`config.mk`:
```
export PLATFORM = sky130hd
export DESIGN_NAME = risc_controller_flat
export DESIGN_NICKNAME = d
export VERILOG_FILES = /design/src/rtl/risc_controller_if.sv /design/src/rtl/risc_controller.sv /design/src/flat_wrapper.sv
export SDC_FILE = /design/constraint.sdc
export NUM_CORES = 1
export LEC_CHECK = 0
export BUFFER_PORTS_ARGS = -buffer_cell sky130_fd_sc_hd__buf_2
export CORE_AREA = 2 2 39 41
export CTS_CLUSTER_DIAMETER = 80
export DETAILED_ROUTE_END_ITERATION = 10
export DIE_AREA = 0 0 41 43
export GPL_TIMING_DRIVEN = 0
export PLACE_DENSITY = 0.56
export SETUP_SLACK_MARGIN = 0.1
export SLEW_MARGIN = 20
export SYNTH_ARGS = -nofsm -noshare
export SYNTH_HDL_FRONTEND = slang
export SYNTH_SLANG_ARGS = --single-unit
```
`constraint.sdc`:
```
create_clock -name clk -period 1.7 [get_ports clk]
set_clock_uncertainty 0.15 [all_clocks]
set_input_delay 0 -clock clk [delete_from_list [all_inputs] [get_ports clk]]
set_output_delay 0 -clock clk [all_outputs]
set_load 0.01 [all_outputs]
```
`src/rtl/risc_controller_if.sv`:
```
// Signal bundle between the VeriRISC sequencer and the datapath/memory it steers.
// The master side is the controller; the slave side is the datapath or a bench.
interface risc_controller_if;
  logic [2:0] opcode;
  logic       zero;
  logic       go;
  logic       sel;
  logic       rd;
  logic       wr;
  logic       ld_ir;
  logic       ld_ac;
  logic       ld_pc;
  logic       inc_pc;
  logic       data_e;
  logic       halt;
  logic       halted;
  logic [2:0] phase;

  modport master (
    input  opcode, zero, go,
    output sel, rd, wr, ld_ir, ld_ac, ld_pc, inc_pc, data_e, halt, halted, phase
  );

  modport slave (
    output opcode, zero, go,
    input  sel, rd, wr, ld_ir, ld_ac, ld_pc, inc_pc, data_e, halt, halted, phase
  );
endinterface

```
`src/rtl/risc_controller.sv`:
```
// VeriRISC instruction sequencer: eight-phase instruction cycle, opcode decode into
// memory and register strobes, plus halt state with an optional go-resume handshake.
module risc_controller #(
  parameter bit HALT_RESUME = 1'b1
) (
  input  logic              clk,
  input  logic              rst,
  risc_controller_if.master bus
);

  typedef enum logic [2:0] {
    INST_ADDR, INST_FETCH, INST_LOAD, IDLE, OP_ADDR, OP_FETCH, ALU_OP, STORE
  } phase_e;

  typedef enum logic [2:0] {
    OP_HLT, OP_SKZ, OP_ADD, OP_AND, OP_XOR, OP_LDA, OP_STO, OP_JMP
  } opcode_e;

  phase_e phase_q, phase_d;
  logic   halted_q, halted_d;
  logic   aluop;

  // NOTE: sequential state uses non-blocking assignments so every register samples
  // the pre-edge value of its neighbours, independent of statement order.
  always_ff @(posedge clk) begin
    if (rst) begin
      phase_q  <= INST_ADDR;
      halted_q <= 1'b0;
    end else begin
      phase_q  <= phase_d;
      halted_q <= halted_d;
    end
  end

  // NOTE: every variable written in a combinational block gets a default first,
  // so no path leaves it unassigned and no latch is inferred.
  always_comb begin
    phase_d  = phase_q;
    halted_d = halted_q;
    if (halted_q) begin
      phase_d = INST_ADDR;
      if (HALT_RESUME && bus.go) halted_d = 1'b0;
    end else if (phase_q == OP_ADDR && bus.opcode == OP_HLT) begin
      halted_d = 1'b1;
      phase_d  = INST_ADDR;
    end else begin
      phase_d = phase_e'(phase_q + 3'd1);
    end
  end

  assign aluop = (bus.opcode == OP_ADD) || (bus.opcode == OP_AND) ||
                 (bus.opcode == OP_XOR) || (bus.opcode == OP_LDA);

  // Strobe decode; a halted controller drives nothing, not even sel.
  always_comb begin
    bus.sel    = 1'b0;
    bus.rd     = 1'b0;
    bus.wr     = 1'b0;
    bus.ld_ir  = 1'b0;
    bus.ld_ac  = 1'b0;
    bus.ld_pc  = 1'b0;
    bus.inc_pc = 1'b0;
    bus.data_e = 1'b0;
    bus.halt   = 1'b0;
    if (!halted_q) begin
      unique case (phase_q)
        INST_ADDR: bus.sel = 1'b1;
        INST_FETCH: begin
          bus.sel = 1'b1;
          bus.rd  = 1'b1;
        end
        INST_LOAD, IDLE: begin
          bus.sel   = 1'b1;
          bus.rd    = 1'b1;
          bus.ld_ir = 1'b1;
        end
        OP_ADDR: begin
          bus.inc_pc = 1'b1;
          bus.halt   = (bus.opcode == OP_HLT);
        end
        OP_FETCH: bus.rd = aluop;
        ALU_OP: begin
          bus.rd     = aluop;
          bus.inc_pc = (bus.opcode == OP_SKZ) && bus.zero;
          bus.ld_pc  = (bus.opcode == OP_JMP);
          bus.data_e = (bus.opcode == OP_STO);
        end
        STORE: begin
          bus.rd     = aluop;
          bus.ld_ac  = aluop;
          bus.ld_pc  = (bus.opcode == OP_JMP);
          bus.wr     = (bus.opcode == OP_STO);
          bus.data_e = (bus.opcode == OP_STO);
        end
        default: ;
      endcase
    end
  end

  assign bus.phase  = phase_q;
  assign bus.halted = halted_q;

endmodule

```
`src/flat_wrapper.sv`:
```
// flat-port wrapper written by rule: the top's interface ports become plain ports
module risc_controller_flat 
#(
  parameter bit HALT_RESUME = 1'b1
)
  (clk, rst, bus_opcode, bus_zero, bus_go, bus_sel, bus_rd, bus_wr, bus_ld_ir, bus_ld_ac, bus_ld_pc, bus_inc_pc, bus_data_e, bus_halt, bus_halted, bus_phase);
  risc_controller_if bus_i ();
  input  logic clk;
  input  logic rst;
  input wire logic [$bits(bus_i.opcode)-1:0] bus_opcode;
  input wire logic [$bits(bus_i.zero)-1:0] bus_zero;
  input wire logic [$bits(bus_i.go)-1:0] bus_go;
  output wire logic [$bits(bus_i.sel)-1:0] bus_sel;
  output wire logic [$bits(bus_i.rd)-1:0] bus_rd;
  output wire logic [$bits(bus_i.wr)-1:0] bus_wr;
  output wire logic [$bits(bus_i.ld_ir)-1:0] bus_ld_ir;
  output wire logic [$bits(bus_i.ld_ac)-1:0] bus_ld_ac;
  output wire logic [$bits(bus_i.ld_pc)-1:0] bus_ld_pc;
  output wire logic [$bits(bus_i.inc_pc)-1:0] bus_inc_pc;
  output wire logic [$bits(bus_i.data_e)-1:0] bus_data_e;
  output wire logic [$bits(bus_i.halt)-1:0] bus_halt;
  output wire logic [$bits(bus_i.halted)-1:0] bus_halted;
  output wire logic [$bits(bus_i.phase)-1:0] bus_phase;
  assign bus_i.opcode = bus_opcode;
  assign bus_i.zero = bus_zero;
  assign bus_i.go = bus_go;
  assign bus_sel = bus_i.sel;
  assign bus_rd = bus_i.rd;
  assign bus_wr = bus_i.wr;
  assign bus_ld_ir = bus_i.ld_ir;
  assign bus_ld_ac = bus_i.ld_ac;
  assign bus_ld_pc = bus_i.ld_pc;
  assign bus_inc_pc = bus_i.inc_pc;
  assign bus_data_e = bus_i.data_e;
  assign bus_halt = bus_i.halt;
  assign bus_halted = bus_i.halted;
  assign bus_phase = bus_i.phase;
  risc_controller #(.HALT_RESUME(HALT_RESUME)) u_core (.clk(clk), .rst(rst), .bus(bus_i));
endmodule
```
* Word-level counts from Yosys, hierarchy flattened
Cells that the tools add are included.
** Operators by class
- Add/subtract/negate cells :: 1
- Eq/ne operators :: 14
- Muxes and demuxes :: 21
- Reduce and logical (&&, ||, !) cells :: 13
** Operators with widths (number)
- $eq 3x3->1 const B :: 8
- $mux 1 :: 19
- $eq 3x2->1 const B :: 4
- $reduce_or 3->1 :: 3
- $eq 3x1->1 const B :: 2
- $logic_not 3->1 :: 2
- $pmux 1 s2 :: 2
- $reduce_or 2->1 :: 2
- $reduce_or 4->1 :: 1
- $add 3x1->3 const B :: 1
- $logic_or 1x1->1 :: 3
- $logic_and 1x1->1 :: 2
** Word-level totals
- Bits in registers :: 4
- Bits of input ports :: 7
- Output and inout bits :: 13
- Word-level logic and storage cells :: 51

* Logic depth before layout (Yosys ltp)
- Depth after elaboration :: 6
- Mapped depth :: 5
- Mapped depth without buffers :: 5

* Least setup slack after synthesis
No wires, ideal clock.
- Kind :: reg-to-reg
- Start point :: register u_core.phase_q[1], in the netlist u_core.bus.phase[1]
- End point :: register u_core.phase_q[0], in the netlist u_core.bus.phase[0]
- Library setup time :: 64 ps
- Arrival time :: 1275 ps
- Data required time :: 1486 ps
- Path slack :: 210 ps
- Cell stages (with the launch flop) :: 6
- Buffers on the path :: 0
- Period minus slack after synthesis :: 1490 ps
- Cell sequence :: dfxtp_1 > inv_1 > ha_1 > nor4b_2 > a211o_1 > nor2_1
** On the way
- Longest elaborated chain between the ends :: 3
** Ends and longest elaborated chain
- start: declaration :: RTL line risc_controller.sv:19 : phase_e phase_q, phase_d;
- start signal: assignment :: RTL line risc_controller.sv:30 : phase_q <= phase_d;
- $eq 3x3->1 :: RTL line risc_controller.sv:43 : end else if (phase_q == OP_ADDR && bus.opcode == OP_HLT) begin
- $logic_and 1x1->1 :: RTL line risc_controller.sv:43
- $reduce_or 3->1 (no line)
Every way passes these cells.
A chain may end at the register's enable or synchronous reset.

* Worst setup path after layout
- Start point :: register u_core.phase_q[1], in the netlist u_core.bus.phase[1]
- End point :: output port bus_sel
** On the way
- Longest elaborated chain between the ends :: 4
- Elaborated cells between the ends (all ways) :: 7
** Ends and longest elaborated chain
- $eq 3x1->1 (tied with other cells) :: RTL line risc_controller.sv:66 : unique case (phase_q)
- $reduce_or 4->1 (no line) *
- $mux 1 * :: RTL line risc_controller.sv:66
- $mux 1 * :: RTL line risc_controller.sv:65 : if (!halted_q) begin
- end: declaration :: RTL line flat_wrapper.sv:13 : output wire logic [$bits(bus_i.sel)-1:0] bus_sel;
Mark *: on every way between the ends. The rest lies on a longest branch, timed or not.

==> run_results.csv <==
group,metric,value,unit
run_status,outcome,"finished clean",
drt,via_count,415,
power,power.density,598.9,nW/um2
power,p_leak,0.3020,nW
finish,diodes,0,
finish,layout.nets,89,
min_path,hold_path.class,"in2reg",
finish,syn_to_final_growth,77.45,%
global_route,grtUsageTotal,0.1064,
drt,drc,0,
synth,synthTopCellsByCount,"10 x nor2_1, 6 x ha_1, 5 x inv_1",
clock_network,clock-root-buffer,"clkbuf_4",
finish,fillCellCount,145,
timing,fin_crit,1.650,ns
floorplan,start_util,0.2486,
global_route,grt_start_max_net_pins,10,
finish,seq_area,88.84,um2
synth,synth_area_leaders,"dfxtp_1 23%, ha_1 22%, nor2_1 11%",
floorplan,die_area,1763,um2
synth,yosysUniqueCellTypes,19,
synth,synth_area,344.1,um2
global_route,grt_pass1_wl,1297,um
drt,avgRoutedWirePerCell,9.256,um
placed_design,place_congestion,0.5955,
synth,synth_cells,44,
drt,drt_wl_total,833,um
critical_path,critPathCaptureType,"output port",
drt,drt_iter0_markers,0,
drt,ant_nets,0,
floorplan,die_w,41,um
timing,worst_pin_slew,0.2673,ns
clock_network,clock_latency,0.23,ns
timing,hold_viol_final,0,
synth,synth_warnings,0,
floorplan,core_area,1384,um2
placed_design,hpwl,645,um
critical_path,reg2reg_setup_slack,0.34,ns
finish,post-route-util,0.4412,
clock_network,clk_pin_slew,0.04,ns
timing,finalSetupViolations,0,
placed_design,io_buffer_count,19,
flow_run,cap_violations,0,
synth,ys_seq_elements,4,
critical_path,r2r_cells,5,
critical_path,cp_data_arrival_time,1.50,ns
critical_path,cp_max_fo,4,
synth,synth_fp_nets,57,
synth,synth_edf_count,0,
critical_path,crit_required,1.55,ns
timing,fmax,605.9,MHz
synth,synth.most_common_cell,"nor2_1",
clock_network,cts_sinks,4,
finish,multi_input_area,297.8,um2
floorplan,ios,20,
timing,relSlewSlack,0.8216,
clock_network,cts_tree,"done",
finish,drive_gt1_frac,0.5405,
synth,synth_seq_area_share,0.2327,
drt,via_per_inst,4.611,
global_route,antenna_found_initial,0,
drt,firstDrtPassIters,1,
floorplan,die_y,43,um
synth,avgSynthCellArea,7.820,um2
synth,yosysTopAreaCellShare,0.2327,
timing,finalCritPeriodShare,0.9709,
critical_path,worst-setup-path-type,"reg2out",
clock_network,cts_buffers,3,
synth,synthArstFlopShare,0,
min_path,min_path_cells,4,
floorplan,row_count,14,
timing,slew_violations,0,
power,total_power,0.0003657,W
power,ir_worst_vdd,292.5,uV
critical_path,cp-start-kind,"flip-flop",
global_route,grt_pass1_vias,369,
timing,rsz0062_at_grt,"yes",
clock_network,clockBufferDepth,2,
synth,synth_ff_type,"dfxtp_1",
global_route,overflow,0,
synth,synth_top_cell_by_area,"dfxtp_1",
clock_network,htree_levels,1,
-- report_power, final --
group          total (W)  switching (W)  internal [W]
Combinational   0.000139      0.0000664     0.0000725
Clock           0.000113      0.0000342     0.0000786
Sequential      0.000114      0.0000119      0.000102
Total           0.000366       0.000112      0.000253
-- what timing repair did --
| item | 4_1_cts | 5_1_grt |
|---|---|---|
| hold buffers | 2 | 0 |
| hold endpoints to repair | 4 | 0 |
| buffers inserted | 4 | 2 |
| endpoints found under the setup margin | 3 | 5 |
| pin swaps | 3 | 5 |
| resized for setup | 12 | 6 |
| cloned | 0 | 0 |
-- flip-flops by register name (all words and copies together) (netlist names) --
name / flops
u_core.bus.halted: 1
u_core.bus.phase: 3
-- per-stage QoR --
stage / setup WS, ns / TNS [ns] / cell area, um2 / instances / hold WS (ns)
5_1_grt: -0.001306 / -0.001306 / 610.6 / 90 / 0.06406
3_5_place_dp: 0.1090 / 0 / 459.2 / 79 / 0.03603
4_1_cts: 0.05987 / 0 / 570.5 / 88 / 0.03745
3_3_place_gp: 0.1070 / 0 / 459.2 / 79 / 0.03390
2_1_floorplan: 0.2102 / 0 / 344.1 / 44 / -0.1025
6_report: 0.04955 / 0 / 610.6 / 90 / 0.04209
-- layout by cell type (no fill, tap or decap), types with 3 or more instances in the layout --
cell and count:
inv_1 3, clkbuf_4 3, nor2_1 10, nor3_1 3, buf_2 19, ha_4 3, buf_4 6
-- layer usage --
layer  track usage  vias to the layer above  part of all wire
met4       0.06000                        0                 0
met2        0.1750                       14              0.51
met5             0                        -                 0
li1              -                      214                 -
met1        0.1222                      187              0.40
met3       0.01571                        0             0.089
-- critical path, cell delays in order, from the launching register on --
cell     delay (ns)
dfxtp_4        0.36
inv_4          0.05
ha_4           0.15
or3_1          0.36
a21oi_1        0.15
nor2_1         0.05
buf_2          0.14
-- worst paths after layout --
kind,to,from
min,u_core.bus.halted,bus_opcode[0]
min reg2reg,u_core.bus.phase[0],u_core.bus.phase[0]
max,bus_sel,u_core.bus.phase[1]
max reg2reg,u_core.bus.phase[2],u_core.bus.phase[0]
-- kinds of logic after synthesis --
family,count (synthesis),synth area share
and+or+nand+nor,21,0.3200
AOI/OAI and AO/OA,6,0.1200
adders and majority gates,6,0.2182
buffers and inverters,5,0.05455
DFF,4,0.2327
xor gates and xnor gates,1,0.02546
muxes,1,0.02909
-- cell type report --
cell class	instances	area share
flip-flops and latches	4	0.1455
multi-input cells	35	0.4877
clock buffers	3	0.03689
inverters	5	0.03484
repair buffers	27	0.2623
well taps	16	0.03279
Note: power is estimated with default switching activity, not from simulation.
